### src/rtl/mmio_timer_bank.sv
// Memory-mapped bank of compare/match timers with a shared prescaler and a
// 64-bit free-running cycle counter that has a snapshot register for its upper half.
module mmio_timer_bank #(
  parameter int NUM_CH = 4,
  parameter int CNT_W  = 32,
  parameter int PRE_W  = 16,
  parameter int ADDR_W = 8
) (
  input  logic              clk,
  input  logic              rst,
  input  logic              tick_en,
  input  logic              sel,
  input  logic              we,
  input  logic              re,
  input  logic [ADDR_W-1:0] addr,
  input  logic [31:0]       wdata,
  output logic [31:0]       rdata,
  output logic [NUM_CH-1:0] irq_vec,
  output logic              irq
);

  localparam int WW = ADDR_W - 2;
  localparam logic [WW-1:0] W_PRE    = WW'(NUM_CH * 4);
  localparam logic [WW-1:0] W_CYC_LO = WW'(NUM_CH * 4 + 1);
  localparam logic [WW-1:0] W_CYC_HI = WW'(NUM_CH * 4 + 2);

  logic [WW-1:0]    word;
  logic             wr_any;
  logic             tick;
  logic [PRE_W-1:0] pre_reg, pcnt_reg;
  logic [63:0]      cyc_reg;
  logic [31:0]      shadow_reg;
  logic [31:0]      ch_rd [NUM_CH];
  logic             unused_ok;

  assign word      = addr[ADDR_W-1:2];
  assign wr_any    = sel & we;
  assign tick      = tick_en && (pcnt_reg == pre_reg);
  assign unused_ok = ^{addr[1:0], wdata};

  // Writing PRE restarts the division so the new period starts cleanly.
  always_ff @(posedge clk or posedge rst) begin
    if (rst) begin
      pre_reg  <= '0;
      pcnt_reg <= '0;
    end else if (wr_any && word == W_PRE) begin
      pre_reg  <= wdata[PRE_W-1:0];
      pcnt_reg <= '0;
    end else if (tick_en) begin
      pcnt_reg <= tick ? '0 : pcnt_reg + PRE_W'(1);
    end
  end

  // Shadow captures the same pre-increment value whose low half is being read.
  always_ff @(posedge clk or posedge rst) begin
    if (rst) begin
      cyc_reg    <= '0;
      shadow_reg <= '0;
    end else begin
      if (tick_en)
        cyc_reg <= cyc_reg + 64'd1;
      if (sel && re && word == W_CYC_LO)
        shadow_reg <= cyc_reg[63:32];
    end
  end

  genvar gi;
  generate
    for (gi = 0; gi < NUM_CH; gi++) begin : g_ch
      localparam logic [WW-1:0] W_CTRL = WW'(gi * 4);
      localparam logic [WW-1:0] W_CMP  = WW'(gi * 4 + 1);
      localparam logic [WW-1:0] W_CNT  = WW'(gi * 4 + 2);
      localparam logic [WW-1:0] W_STAT = WW'(gi * 4 + 3);

      logic             en_reg, auto_reg, ie_reg, match_reg, ovf_reg;
      logic [CNT_W-1:0] cmp_reg, cnt_reg;
      logic             en_next, match_next, ovf_next;
      logic [CNT_W-1:0] cnt_next;
      logic             wr_ctrl, wr_cmp, wr_cnt, wr_stat;

      assign wr_ctrl = wr_any && word == W_CTRL;
      assign wr_cmp  = wr_any && word == W_CMP;
      assign wr_cnt  = wr_any && word == W_CNT;
      assign wr_stat = wr_any && word == W_STAT;

      // Order matters: clears first, hardware sets override them, CPU writes override ticks.
      always_comb begin
        en_next    = en_reg;
        cnt_next   = cnt_reg;
        match_next = match_reg;
        ovf_next   = ovf_reg;
        if (wr_stat) begin
          if (wdata[0]) match_next = 1'b0;
          if (wdata[1]) ovf_next   = 1'b0;
        end
        if (tick && en_reg) begin
          if (cnt_reg == cmp_reg) begin
            match_next = 1'b1;
            if (auto_reg) cnt_next = '0;
            else          en_next  = 1'b0;
          end else begin
            cnt_next = cnt_reg + CNT_W'(1);
            if (&cnt_reg) ovf_next = 1'b1;
          end
        end
        if (wr_ctrl) en_next  = wdata[0];
        if (wr_cnt)  cnt_next = wdata[CNT_W-1:0];
      end

      always_ff @(posedge clk or posedge rst) begin
        if (rst) begin
          en_reg    <= 1'b0;
          auto_reg  <= 1'b0;
          ie_reg    <= 1'b0;
          match_reg <= 1'b0;
          ovf_reg   <= 1'b0;
          cmp_reg   <= '0;
          cnt_reg   <= '0;
        end else begin
          en_reg    <= en_next;
          cnt_reg   <= cnt_next;
          match_reg <= match_next;
          ovf_reg   <= ovf_next;
          if (wr_ctrl) begin
            auto_reg <= wdata[1];
            ie_reg   <= wdata[2];
          end
          if (wr_cmp)
            cmp_reg <= wdata[CNT_W-1:0];
        end
      end

      assign irq_vec[gi] = match_reg & ie_reg;
      assign ch_rd[gi]   = (word == W_CTRL) ? {29'd0, ie_reg, auto_reg, en_reg} :
                           (word == W_CMP)  ? 32'(cmp_reg) :
                           (word == W_CNT)  ? 32'(cnt_reg) :
                           (word == W_STAT) ? {30'd0, ovf_reg, match_reg} : 32'd0;
    end
  endgenerate

  assign irq = |irq_vec;

  always_comb begin
    rdata = 32'd0;
    if (sel) begin
      for (int i = 0; i < NUM_CH; i++)
        rdata = rdata | ch_rd[i];
      if (word == W_PRE)    rdata = 32'(pre_reg);
      if (word == W_CYC_LO) rdata = cyc_reg[31:0];
      if (word == W_CYC_HI) rdata = shadow_reg;
    end
  end

endmodule
### config.mk
export PLATFORM = sky130hd
export DESIGN_NAME = mmio_timer_bank
export DESIGN_NICKNAME = d
export VERILOG_FILES = /design/src/rtl/mmio_timer_bank.sv
export SDC_FILE = /design/constraint.sdc
export NUM_CORES = 1
export LEC_CHECK = 0
export CORE_UTILIZATION = 39
export CTS_CLUSTER_DIAMETER = 200
export DETAILED_ROUTE_END_ITERATION = 16
export PLACE_DENSITY = 0.67
export SKIP_LAST_GASP = 1
export SYNTH_ARGS = -nofsm -noshare
export SYNTH_HDL_FRONTEND = slang
export SYNTH_SLANG_ARGS = --single-unit
### constraint.sdc
create_clock -name clk -period 40.8 [get_ports clk]
set_input_delay 8.16 -clock clk [delete_from_list [all_inputs] [get_ports clk]]
set_output_delay 8.16 -clock clk [all_outputs]
set_load 0.05 [all_outputs]
==> results.md <==
Power and ir drop:
- Dividing total power by cell area gives a power density of 40.6 nW/um^2.
- Summed over all cells, the static leakage comes to 11.1 nW.
- The worst-case IR drop observed on VDD is 0.0359 mV.
- The overall power of the completed layout is 1.08 mW.

Detailed routing:
- Once detail routing completed, the nets flagged for antenna violations numbered 0.
- The routed design has 86500 microns of wire.
- For this run, design rule violations remaining after detail routing come to 0.
- In this run, the number of DRC markers left after iteration 0 of detailed routing was 2889.
- The wire length per cell is 26.9 microns.
- The routed layout has 20400 vias.
- The count of TritonRoute iterations in the first routing pass is 6.
- Using the TritonRoute via totals, the vias-per-cell ratio works out to 6.35.

Layout:
- The number of non-filler instances in the completed layout is 3213.
- Registers take 10100 sq um.
- In the final layout, the multi-input gates occupy 12500 sq um.
- The top cell types in the final layout, fill and taps aside, are 404 x dfrtp_1, 239 x nand2_1, 193 x mux2_2.
- The area growth from synthesis to final layout is 13.9%.
- At the end of the flow the core is filled with cells to 0.449.
- The post-layout net count is 2455.
- After routing the design area is 26500 sq um.
- The most frequent standard cell in the layout excluding fill and tap cells is dfrtp_1.
- The layout has 5505 filler cells.
- The fraction of final layout cells with drive strength greater than 1 is 0.153.

Clocking:
- Buffers added to address setup during post-CTS repair amount to 0.
- Clock-pin slew was measured on the worst setup and hold paths at 0.06 ns.
- After clock tree synthesis, the repair step resized 0 gates.
- The number of buffers created by CTS is 47.
- Hold repair after CTS inserted 0 buffers.
- Counting along the longest clock path gives a buffer depth of 3.
- Counting every sink on the clock net gives 404.
- The CTS tree is built.
- The cell sitting at the root of the clock tree is a clkbuf_16.
- The clock latency of the later-clocked register in the worst-skew pair is 0.62 ns.
- The number of H-tree branching levels is 2.

Synth:
- The count of flip-flops with a built-in enable after synthesis is 0.
- The main flop type after synthesis is dfrtp_1.
- Counting every net in the synthesized netlist gives 2454.
- The async set-or-reset flop fraction in the synthesized netlist is 1.00.
- The register area share after synthesis is 0.435.
- Summing every instance area after synthesis gives 23200 sq um.
- The cell count after synthesis is 2402.
- The total number of yosys warnings is 0.
- Each instance of the synthesized netlist takes up on average 9.68 sq um.
- In this run, synthesis produced a sequential element count of 404.
- In this run, distinct cell masters in the synthesized netlist total 67.

Hold path:
- In this run the worst hold path is classified as flip-flop to flip-flop.
- The hold path endpoint is cyc_reg[63].
- The startpoint of the tightest hold check path is cyc_reg[63].
- The number of instances on the worst hold path is 1.

Placed design:
- Once placement finished, the instance area stood at 24800 sq um.
- The count of buffers added on input and output ports is 80.
- In this run, placement finished with an instance count of 3127.
- The final weighted congestion in routability-driven placement is 0.976.
- The HPWL after detailed placement is 62900 microns.
- Before CTS, the worst setup slack after placement is 20.13 ns.

Global route:
- The number of global-route vias before repair is 19623.
- The first-pass GRT wire length is 128000 microns.
- The largest net degree at the start of global routing is 172.
- The overall routing resource usage is 0.285.
- The global route total overflow is 0.
- The number of antenna violations at the first check in global routing is 5.

STA:
- Once routing completed, OpenROAD measured the worst setup slack at 20.05 ns.
- The number of hold-slack violations in the final timing report was 0.
- Setup violations remaining at the end of the flow were counted as 0.
- The clock period could shrink to 20.75 ns.
- Timing would allow up to 0.0482 GHz.
- The slew at the pin with the worst max-slew slack is 1.30 ns.
- Setup repair after global routing left no endpoint under its margin.
- The worst slew margin relative to its limit is 0.125.
- The count of pins over their slew limit came to 0.
- For the final routed database, the setup TNS stands at 0 ns.
- The period utilization is 0.509.
- Across the routed clock network, the largest skew measured is 0.0404 ns.
- On the final layout, the worst hold slack is 0.469 ns.

Setup path:
- In this run the critical register-to-register path is captured at g_ch[3].cnt_reg[10].
- The dominant cell type by count on the critical path is clkdlybuf4s50_1.
- Walking the worst path, the cells encountered are clkdlybuf4s50_1 -> or4b_2 -> nor2_2 -> a22oi_1 -> and3_1 -> nand2b_1 -> a21oi_1 -> o221a_2 -> clkdlybuf4s50_1.
- For the worst setup path, the data required time is 32.64 ns.
- STA classifies the critical path endpoint as an output pin.
- The worst setup path is launched from a primary input.
- At the worst endpoint, the arrival time is 12.59 ns.
- The delay of the slowest cell on the worst path is 0.94 ns.
- In this run the critical register-to-register path is launched from pre_reg[12].
- The setup path with the least slack is of type primary input to output pin.
- In this run the worst path has a maximum fanout of 20.
- The number of cells on the worst reg-to-reg path is 7.
- In this run the register-to-register setup slack is 36.75 ns.
- The slowest stage of the critical path belongs to the cell nor2_2.

Die:
- From bottom edge to top edge, the die measures 246 microns.
- The count of boundary I/O pins is 83.
- The chip width is 246 microns.
- The core area is 58900 sq um.
- The die footprint is 60600 sq um.
- Row generation in the floorplan step produced 89 rows.
- The starting density of the core is 0.395.

Outcome:
- The run finished with clean final reports.

Flow run:
- Max-cap violations in this run came to 0.
worst max-delay path: cells and delay by family:
kind | cells | cell delay (ns)
AOI/OAI and AO/OA | 3 | 0.65
and+or+nand+nor | 4 | 2.32
buffers and inverters | 2 | 1.44
report_power, final:
group          switching [mW]  internal (mW)  leakage, nW
sequential             0.0498          0.431         5.48
clock                   0.183          0.272        0.815
combinational          0.0838         0.0563         4.81
total                   0.316          0.759         11.1
how the worst max path moves through the flow:
stage | start | endpoint | cells after the start
after floorplan | rst | cyc_reg[0] | 1
after global placement | addr[6] | rdata[2] | 10
after detailed placement | addr[6] | rdata[2] | 10
after CTS | addr[6] | rdata[2] | 10
after global routing | addr[6] | rdata[2] | 10
final | addr[6] | rdata[11] | 9
Yosys cell counts, types with 49 or more instances:
library cell	number	share of area
dfrtp_1	404	0.43
nor2_1	92	0.015
o21ai_0	135	0.029
clkbuf_1	130	0.021
nor3_1	56	0.012
nand2_1	239	0.039
a21oi_1	49	0.011
xor2_1	144	0.054
nand4_1	79	0.021
mux2_2	193	0.094
a22oi_1	63	0.020
xnor2_1	119	0.045
nand3_1	154	0.033
cells by family after synthesis:
family / share of synthesized area
compound gates: 0.139
xor+xnor: 0.0991
mux: 0.0944
fa+ha+maj: 0.00323
simple gates: 0.197
flops: 0.435
buf+inv: 0.0325
routing by layer:
layer  vias up  share of wire  track usage
li1       8838              -            -
met1     10230           0.41        0.387
met2      1094           0.43        0.423
met3       230          0.092       0.0561
met4         8          0.061        0.159
met5         -        0.00065            0
final cells by class:
cell class                 count  share of cell area
multi-input combinational   1803               0.472
sequential                   404               0.382
clock buffer                  64              0.0514
timing repair buffer         120              0.0421
tap                          773              0.0365
clock inverter                20              0.0113
inverter                      27             0.00411
antenna                        2            0.000189
Note: power is estimated with default switching activity, not from simulation.
